`config.mk`:
```
export PLATFORM = sky130hd
export DESIGN_NAME = mem_dump
export DESIGN_NICKNAME = d
export VERILOG_FILES = /design/src/rtl/mem_dump.sv
export SDC_FILE = /design/constraint.sdc
export NUM_CORES = 1
export LEC_CHECK = 0
export ABC_CLOCK_PERIOD_IN_PS = 1500
export BUFFER_PORTS_ARGS = -buffer_cell sky130_fd_sc_hd__buf_2
export CAP_MARGIN = 10
export CORE_MARGIN = 4
export CORE_UTILIZATION = 35
export CTS_CLUSTER_SIZE = 25
export DETAILED_ROUTE_END_ITERATION = 12
export MAX_ROUTING_LAYER = met4
export PLACE_DENSITY = 0.7
export SLEW_MARGIN = 20
export SYNTH_ARGS = -nofsm -noshare
export SYNTH_HDL_FRONTEND = slang
export SYNTH_SLANG_ARGS = --single-unit
```
`constraint.sdc`:
```
create_clock -name clock -period 1.5 [get_ports clock]
set_input_delay 0.3 -clock clock [delete_from_list [all_inputs] [get_ports clock]]
set_output_delay 0.3 -clock clock [all_outputs]
set_load 0.02 [all_outputs]
```
`src/rtl/mem_dump.sv`:
```
// -----------------------------------------------------------------------------
// mem_dump -- walks an inclusive, wrapping address range of the byte-wide
// memory and streams each byte out over a valid/ready interface. The memory
// bus is only driven after a request/grant handshake with the bus arbiter.
//
// Optional feature: define MEM_DUMP_CHECKSUM_EN to append one extra byte, the
// 8-bit additive checksum of all dumped bytes, after the last data byte.
//
// Ports:
//   clock       in   system clock, rising-edge active
//   reset_n     in   asynchronous active-low reset
//   start       in   begin a dump (sampled only while idle)
//   start_addr  in   [7:0] first address, latched on accepted start
//   end_addr    in   [7:0] last address (inclusive), latched on accepted start
//   bus_req     out  memory bus request
//   bus_grant   in   arbiter grant; our memory signals reach mem while high
//   mem_clock   out  one-cycle memory read strobe
//   mem_write   out  always 0
//   address     out  [7:0] memory address
//   to_mem      out  [7:0] always 0x00
//   from_mem    in   [7:0] memory read data
//   out_data    out  [7:0] streamed byte
//   out_valid   out  out_data is valid
//   out_ready   in   downstream accepts the byte
//   busy        out  high whenever not idle
//   done        out  one-cycle pulse after the final transfer
// -----------------------------------------------------------------------------
module mem_dump (
  input  logic       clock,
  input  logic       reset_n,
  input  logic       start,
  input  logic [7:0] start_addr,
  input  logic [7:0] end_addr,
  output logic       bus_req,
  input  logic       bus_grant,
  output logic       mem_clock,
  output logic       mem_write,
  output logic [7:0] address,
  output logic [7:0] to_mem,
  input  logic [7:0] from_mem,
  output logic [7:0] out_data,
  output logic       out_valid,
  input  logic       out_ready,
  output logic       busy,
  output logic       done
);

  typedef enum logic [2:0] {
    S_IDLE,
    S_REQ,
    S_ADDR,
    S_STROBE,
    S_SAMPLE,
    S_SEND,
`ifdef MEM_DUMP_CHECKSUM_EN
    S_CSUM,
`endif
    S_DONE
  } state_t;

  state_t     state;
  state_t     next_state;

  logic [7:0] cur;       // address currently being read
  logic [7:0] last;      // latched inclusive end address
  logic [7:0] data_q;    // byte captured from memory
  logic       req_seen;  // bus_req has already been driven for a full cycle
  logic       last_byte;

`ifdef MEM_DUMP_CHECKSUM_EN
  logic [7:0] csum;
`endif

  assign last_byte = (cur == last);

  // ---------------------------------------------------------------------------
  // State register
  // ---------------------------------------------------------------------------
  // NOTE: sequential state is assigned with <= so every flop samples the
  // pre-edge values of the others; blocking = here would create order-dependent
  // simulation that no longer matches the synthesized flops.
  always_ff @(posedge clock or negedge reset_n) begin
    if (!reset_n) begin
      state <= S_IDLE;
    end else begin
      state <= next_state;
    end
  end

  // ---------------------------------------------------------------------------
  // Next-state logic
  // ---------------------------------------------------------------------------
  // NOTE: next_state gets a default before the case so every path assigns it;
  // a missing assignment in combinational logic would infer a latch.
  always_comb begin
    next_state = state;
    case (state)
      S_IDLE:   if (start) next_state = S_REQ;
      // A grant is only acted on once our request has been visible for a full
      // cycle, so a grant level left over from another master is not mistaken
      // for the answer to this request.
      S_REQ:    if (bus_grant && req_seen) next_state = S_ADDR;
      // Losing the grant anywhere in the read phase retries the same address.
      S_ADDR:   next_state = bus_grant ? S_STROBE : S_REQ;
      S_STROBE: next_state = bus_grant ? S_SAMPLE : S_REQ;
      S_SAMPLE: next_state = bus_grant ? S_SEND   : S_REQ;
      S_SEND: begin
        if (out_ready) begin
          if (last_byte) begin
`ifdef MEM_DUMP_CHECKSUM_EN
            next_state = S_CSUM;
`else
            next_state = S_DONE;
`endif
          end else begin
            next_state = S_ADDR;
          end
        end
      end
`ifdef MEM_DUMP_CHECKSUM_EN
      S_CSUM:   if (out_ready) next_state = S_DONE;
`endif
      S_DONE:   next_state = S_IDLE;
      default:  next_state = S_IDLE;
    endcase
  end

  // ---------------------------------------------------------------------------
  // Datapath registers
  // ---------------------------------------------------------------------------
  always_ff @(posedge clock or negedge reset_n) begin
    if (!reset_n) begin
      cur      <= 8'h00;
      last     <= 8'h00;
      data_q   <= 8'h00;
      req_seen <= 1'b0;
`ifdef MEM_DUMP_CHECKSUM_EN
      csum     <= 8'h00;
`endif
    end else begin
      // Clears on every entry into REQ, including re-entry after grant loss.
      req_seen <= (state == S_REQ);

      if (state == S_IDLE && start) begin
        cur  <= start_addr;
        last <= end_addr;
`ifdef MEM_DUMP_CHECKSUM_EN
        csum <= 8'h00;
`endif
      end

      // Only capture while we still own the bus; otherwise the data belongs
      // to another master and the address is retried anyway.
      if (state == S_SAMPLE && bus_grant) begin
        data_q <= from_mem;
      end

      // Advance only on an accepted transfer; cur stays on the end address
      // after the last byte. The checksum accumulates accepted bytes, so a
      // retried read is never counted twice.
      if (state == S_SEND && out_ready) begin
        if (!last_byte) begin
          cur <= cur + 8'd1;
        end
`ifdef MEM_DUMP_CHECKSUM_EN
        csum <= csum + data_q;
`endif
      end
    end
  end

  // ---------------------------------------------------------------------------
  // Output logic
  // ---------------------------------------------------------------------------
  assign mem_write = 1'b0;
  assign to_mem    = 8'h00;
  // cur only moves on an accepted transfer, so the address is stable across
  // ADDR, STROBE and SAMPLE around the strobe.
  assign address   = cur;

  always_comb begin
    bus_req   = 1'b0;
    mem_clock = 1'b0;
    out_valid = 1'b0;
    out_data  = data_q;
    busy      = 1'b1;
    done      = 1'b0;
    case (state)
      S_IDLE:   busy = 1'b0;
      S_REQ:    bus_req = 1'b1;
      S_ADDR:   bus_req = 1'b1;
      S_STROBE: begin
        bus_req   = 1'b1;
        // Decoded from the state register; gating with the grant drops the
        // strobe the moment the bus is taken away.
        mem_clock = bus_grant;
      end
      S_SAMPLE: bus_req = 1'b1;
      S_SEND: begin
        bus_req   = 1'b1;
        out_valid = 1'b1;
      end
`ifdef MEM_DUMP_CHECKSUM_EN
      S_CSUM: begin
        bus_req   = 1'b1;
        out_valid = 1'b1;
        out_data  = csum;
      end
`endif
      S_DONE:   done = 1'b1;
      default: begin
        bus_req   = 1'b0;
        mem_clock = 1'b0;
        out_valid = 1'b0;
      end
    endcase
  end

endmodule
```
==> metrics.md <==
| Metric | Value |
|---|---|
| Post-synthesis register bit count | `28` |
| Most common cell after layout, fill and taps aside | `buf_2` |
| Clock Root Buffer | `clkbuf_8` |
| Peak Freq | `between 500 and 600 MHz` |
| First-pass GRT wire length | `6220 um` |
| Initial antenna violation count | `0` |
| RSZ-0062 raised after global routing | `yes` |
| CP max-delay cell | `dfrtp_2` |
| CP bufs+invs | `0` |
| Layout Cells excl Fill | `roughly 280` |
| Final wirelength | `4010 um` |
| Largest family of logic cells by synthesized area | `simple AND/OR/NAND/NOR gates` |
| I/O Pins | `between 50 and 60` |
| R2r setup slk | `-0.18 ns` |
| Max_cap viols | `0` |
| Mapped cell area | `1520 um^2` |
| GRT Util Overall | `0.152` |
| Worst setup SP type | `flop` |
| Reg2reg start | `address[1]` |
| PortBufs | `49` |
| Critical Path Stages | `5` |
| EDFF count, synth | `0` |
| Period utilization | `1.12` |
| Vias | `1391` |
| Endpoints failing hold | `0` |
| FILL cells | `362` |
| Worst-case reg-to-reg path depth | `5` |
| Fin. max-slew vios | `0` |
| Sink Count | `28` |
| Crit Path Category | `flop to flop` |
| Antenna diodes | `0` |
| Simple-gate share of the synthesized area | `0.195` |
| Routed len/inst | `roughly 14 um` |
| Fraction of synthesized area in multiplexers | `0.0822` |
| CTS Buffer Depth | `2` |
| Data arrival time of the worst path | `roughly 1.9 ns` |
| Final setup vio count | `19` |
| Peak VDD IR | `0.967 mV` |
| Min Tclk post-route | `about 1.7 ns` |
| Most frequent cells in the layout | `buf_2 (44), nand2_1 (27), buf_4 (25), dfrtp_1 (23), buf_6 (14)` |
| LEAKAGE | `~1.1 nW` |
| Die ar. | `around 5500 um^2` |
| Critical Path RT | `around 1.7 ns` |
| Drt pass-1 iters | `4` |
| CP peak stage delay | `around 0.43 ns` |
| Final worst slack | `-0.180 ns` |
| P per Cell Area | `roughly 2200 nW/um^2` |
| Xor-xnor portion of the synthesized cell area | `0.0567` |
| Largest net degree at the start of global routing | `29` |
| DRT antenna net count | `0` |
| Power Total | `around 5.1 mW` |
| Critical-path cell list | `xnor2_2, nand4_1, o211a_4, mux2_4, o221a_1` |
| Hold Crit Class | `input pin to async pin` |
| Status | `finished with violations` |
| Hold buffers post-CTS | `0` |
| Die Width | `74.0 um` |
| DRC | `0` |
| Worst setup path start | `address[1]` |
| Hold WS | `0.0106 ns` |
| CTS Buf Count | `3` |
| Synth cell types | `39` |
| Critical path endpoint category | `flop` |
| Violated checks | `setup timing` |
| Post-synthesis compound-gate area fraction | `0.108` |
| Clk_lat worst skew | `between 0.2 and 0.3 ns` |
| Post-Synth Adder-Cell Area | `0.00822` |
| Final nets | `roughly 270` |
| Total gr overflow | `0` |
| Core area | `4120 um^2` |
| Ratio of cells with drive above 1 in the final layout | `0.556` |
| Sequential area share after synthesis | `0.460` |
| Synth warnings | `0` |
| Async SR Flop Fraction | `1.00` |
| Number of global-route vias before repair | `around 1.4k` |
| Gpl congestion | `about 0.9` |
| R2R Path End | `address[7]` |
| Critical path fanouts, max | `6` |
| Synth Area per Inst | `9.82 um^2` |
| Vias per cell | `between 4 and 5` |
| End of the critical path | `address[7]` |
| DP HPWL | `roughly 2900 um` |
| Clock transition at path regs | `about 0.1 ns` |
| DR iter-0 viols | `62` |
| Dominant synthesized flop cell | `dfrtp_1` |
| Clock skew | `approximately 0.0066 ns` |
| Crit-path leading delay family | `compound AO/OA/AOI/OAI gates` |
| Initial Util | `0.370` |
| CTS tree | `yes` |
| FP Rows | `23` |
| Die H | `74.0 um` |
| Cell count after synthesis | `about 160` |
| Synthesis-to-finish area growth | `55.3%` |
| Number of H-tree levels | `1` |
| Number of placed cells counting well taps | `roughly 280` |
## cells in the mapped netlist (2+ instances only)
cell       n  share of area
a31oi_1    4          0.016
a221oi_1   2          0.012
nand4_1    3          0.012
clkbuf_1   2         0.0049
mux2_2     8          0.059
o21ai_0    2         0.0066
mux2i_1    2          0.013
nand2_1   30          0.074
inv_1      3         0.0074
buf_2      2         0.0066
buf_6      2          0.015
nor2b_1    2         0.0082
nand3_1    4          0.013
nor2_1     9          0.022
dfrtp_1   28           0.46
a21oi_1    3         0.0099
nor3_1     4          0.013
buf_4     11          0.054
o311a_1    2          0.013
nand2b_1   3          0.012
xnor2_1    8          0.046
and3_1     4          0.016
## worst min path at each step
stage	to	startpoint	slack, ns	depth (start not counted)
after floorplan	address[0]	reset_n	0.004	0
after global placement	address[5]	reset_n	0.32	2
after detailed placement	address[5]	reset_n	0.32	2
after CTS	address[7]	reset_n	0.02	2
after global routing	address[7]	reset_n	0.03	2
final	address[7]	reset_n	0.01	2
## repair_timing
| item | in CTS | in global routing |
|---|---|---|
| gates resized for setup | 22 | 43 |
| endpoints found under the setup margin | 22 | 32 |
| setup buffers | 4 | 2 |
| pin swaps | 5 | 11 |
| gates cloned | 0 | 0 |
| hold endpoints to repair | 0 | 0 |
## metal layers
metal | wire (um) | part of all wire | GRT usage | vias to the layer above
met5 | 0 | 0 | - | -
met4 | 68 | 0.017 | 0.0423 | 0
met3 | 231 | 0.058 | 0.0257 | 8
met2 | 1860 | 0.46 | 0.238 | 45
met1 | 1850 | 0.46 | 0.204 | 667
li1 | - | - | - | 671
## flip-flops by register name (all words and copies together) (netlist names)
| name | cells |
|---|---|
| address | 8 |
| last | 8 |
| out_data | 8 |
| state | 3 |
| req_seen | 1 |
## cell families after synthesis
| family | count (synthesis) |
|---|---|
| simple gates | 63 |
| xor+xnor | 9 |
| flops | 28 |
| buf+inv | 20 |
| other cells | 1 |
| mux | 11 |
| compound gates | 22 |
| fa+ha+maj | 1 |
## report_power, final
group	switching (mW)	internal, mW	total [mW]
combinational	1.54	1.57	3.10
sequential	0.296	1.13	1.42
clock	0.234	0.357	0.591
total	2.07	3.05	5.12
## final cells by class
cell class	instances	area, um^2	share of cell area
inverters	3	13.8	0.00582
clock buffers	3	41.3	0.0175
repair buffers	84	581	0.246
well taps	50	62.6	0.0265
clock inverters	1	30.0	0.0127
flip-flops and latches	28	707	0.299
multi-input cells	115	930	0.393
## through the flow
| stage | setup TNS, ns | worst slack (ns) | utilization | area, um^2 |
|---|---|---|---|---|
| 6_report | -1.20 | -0.180 | 0.575 | 2360 |
| 3_5_place_dp | -0.812 | -0.154 | 0.486 | 2000 |
| 5_1_grt | -2.56 | -0.237 | 0.575 | 2360 |
| 3_3_place_gp | -0.646 | -0.123 | 0.486 | 2000 |
| 4_1_cts | -1.04 | -0.154 | 0.529 | 2180 |
| 2_1_floorplan | -1.77 | -0.246 | - | 1580 |
No activity file was read; power rests on OpenSTA's default activity.
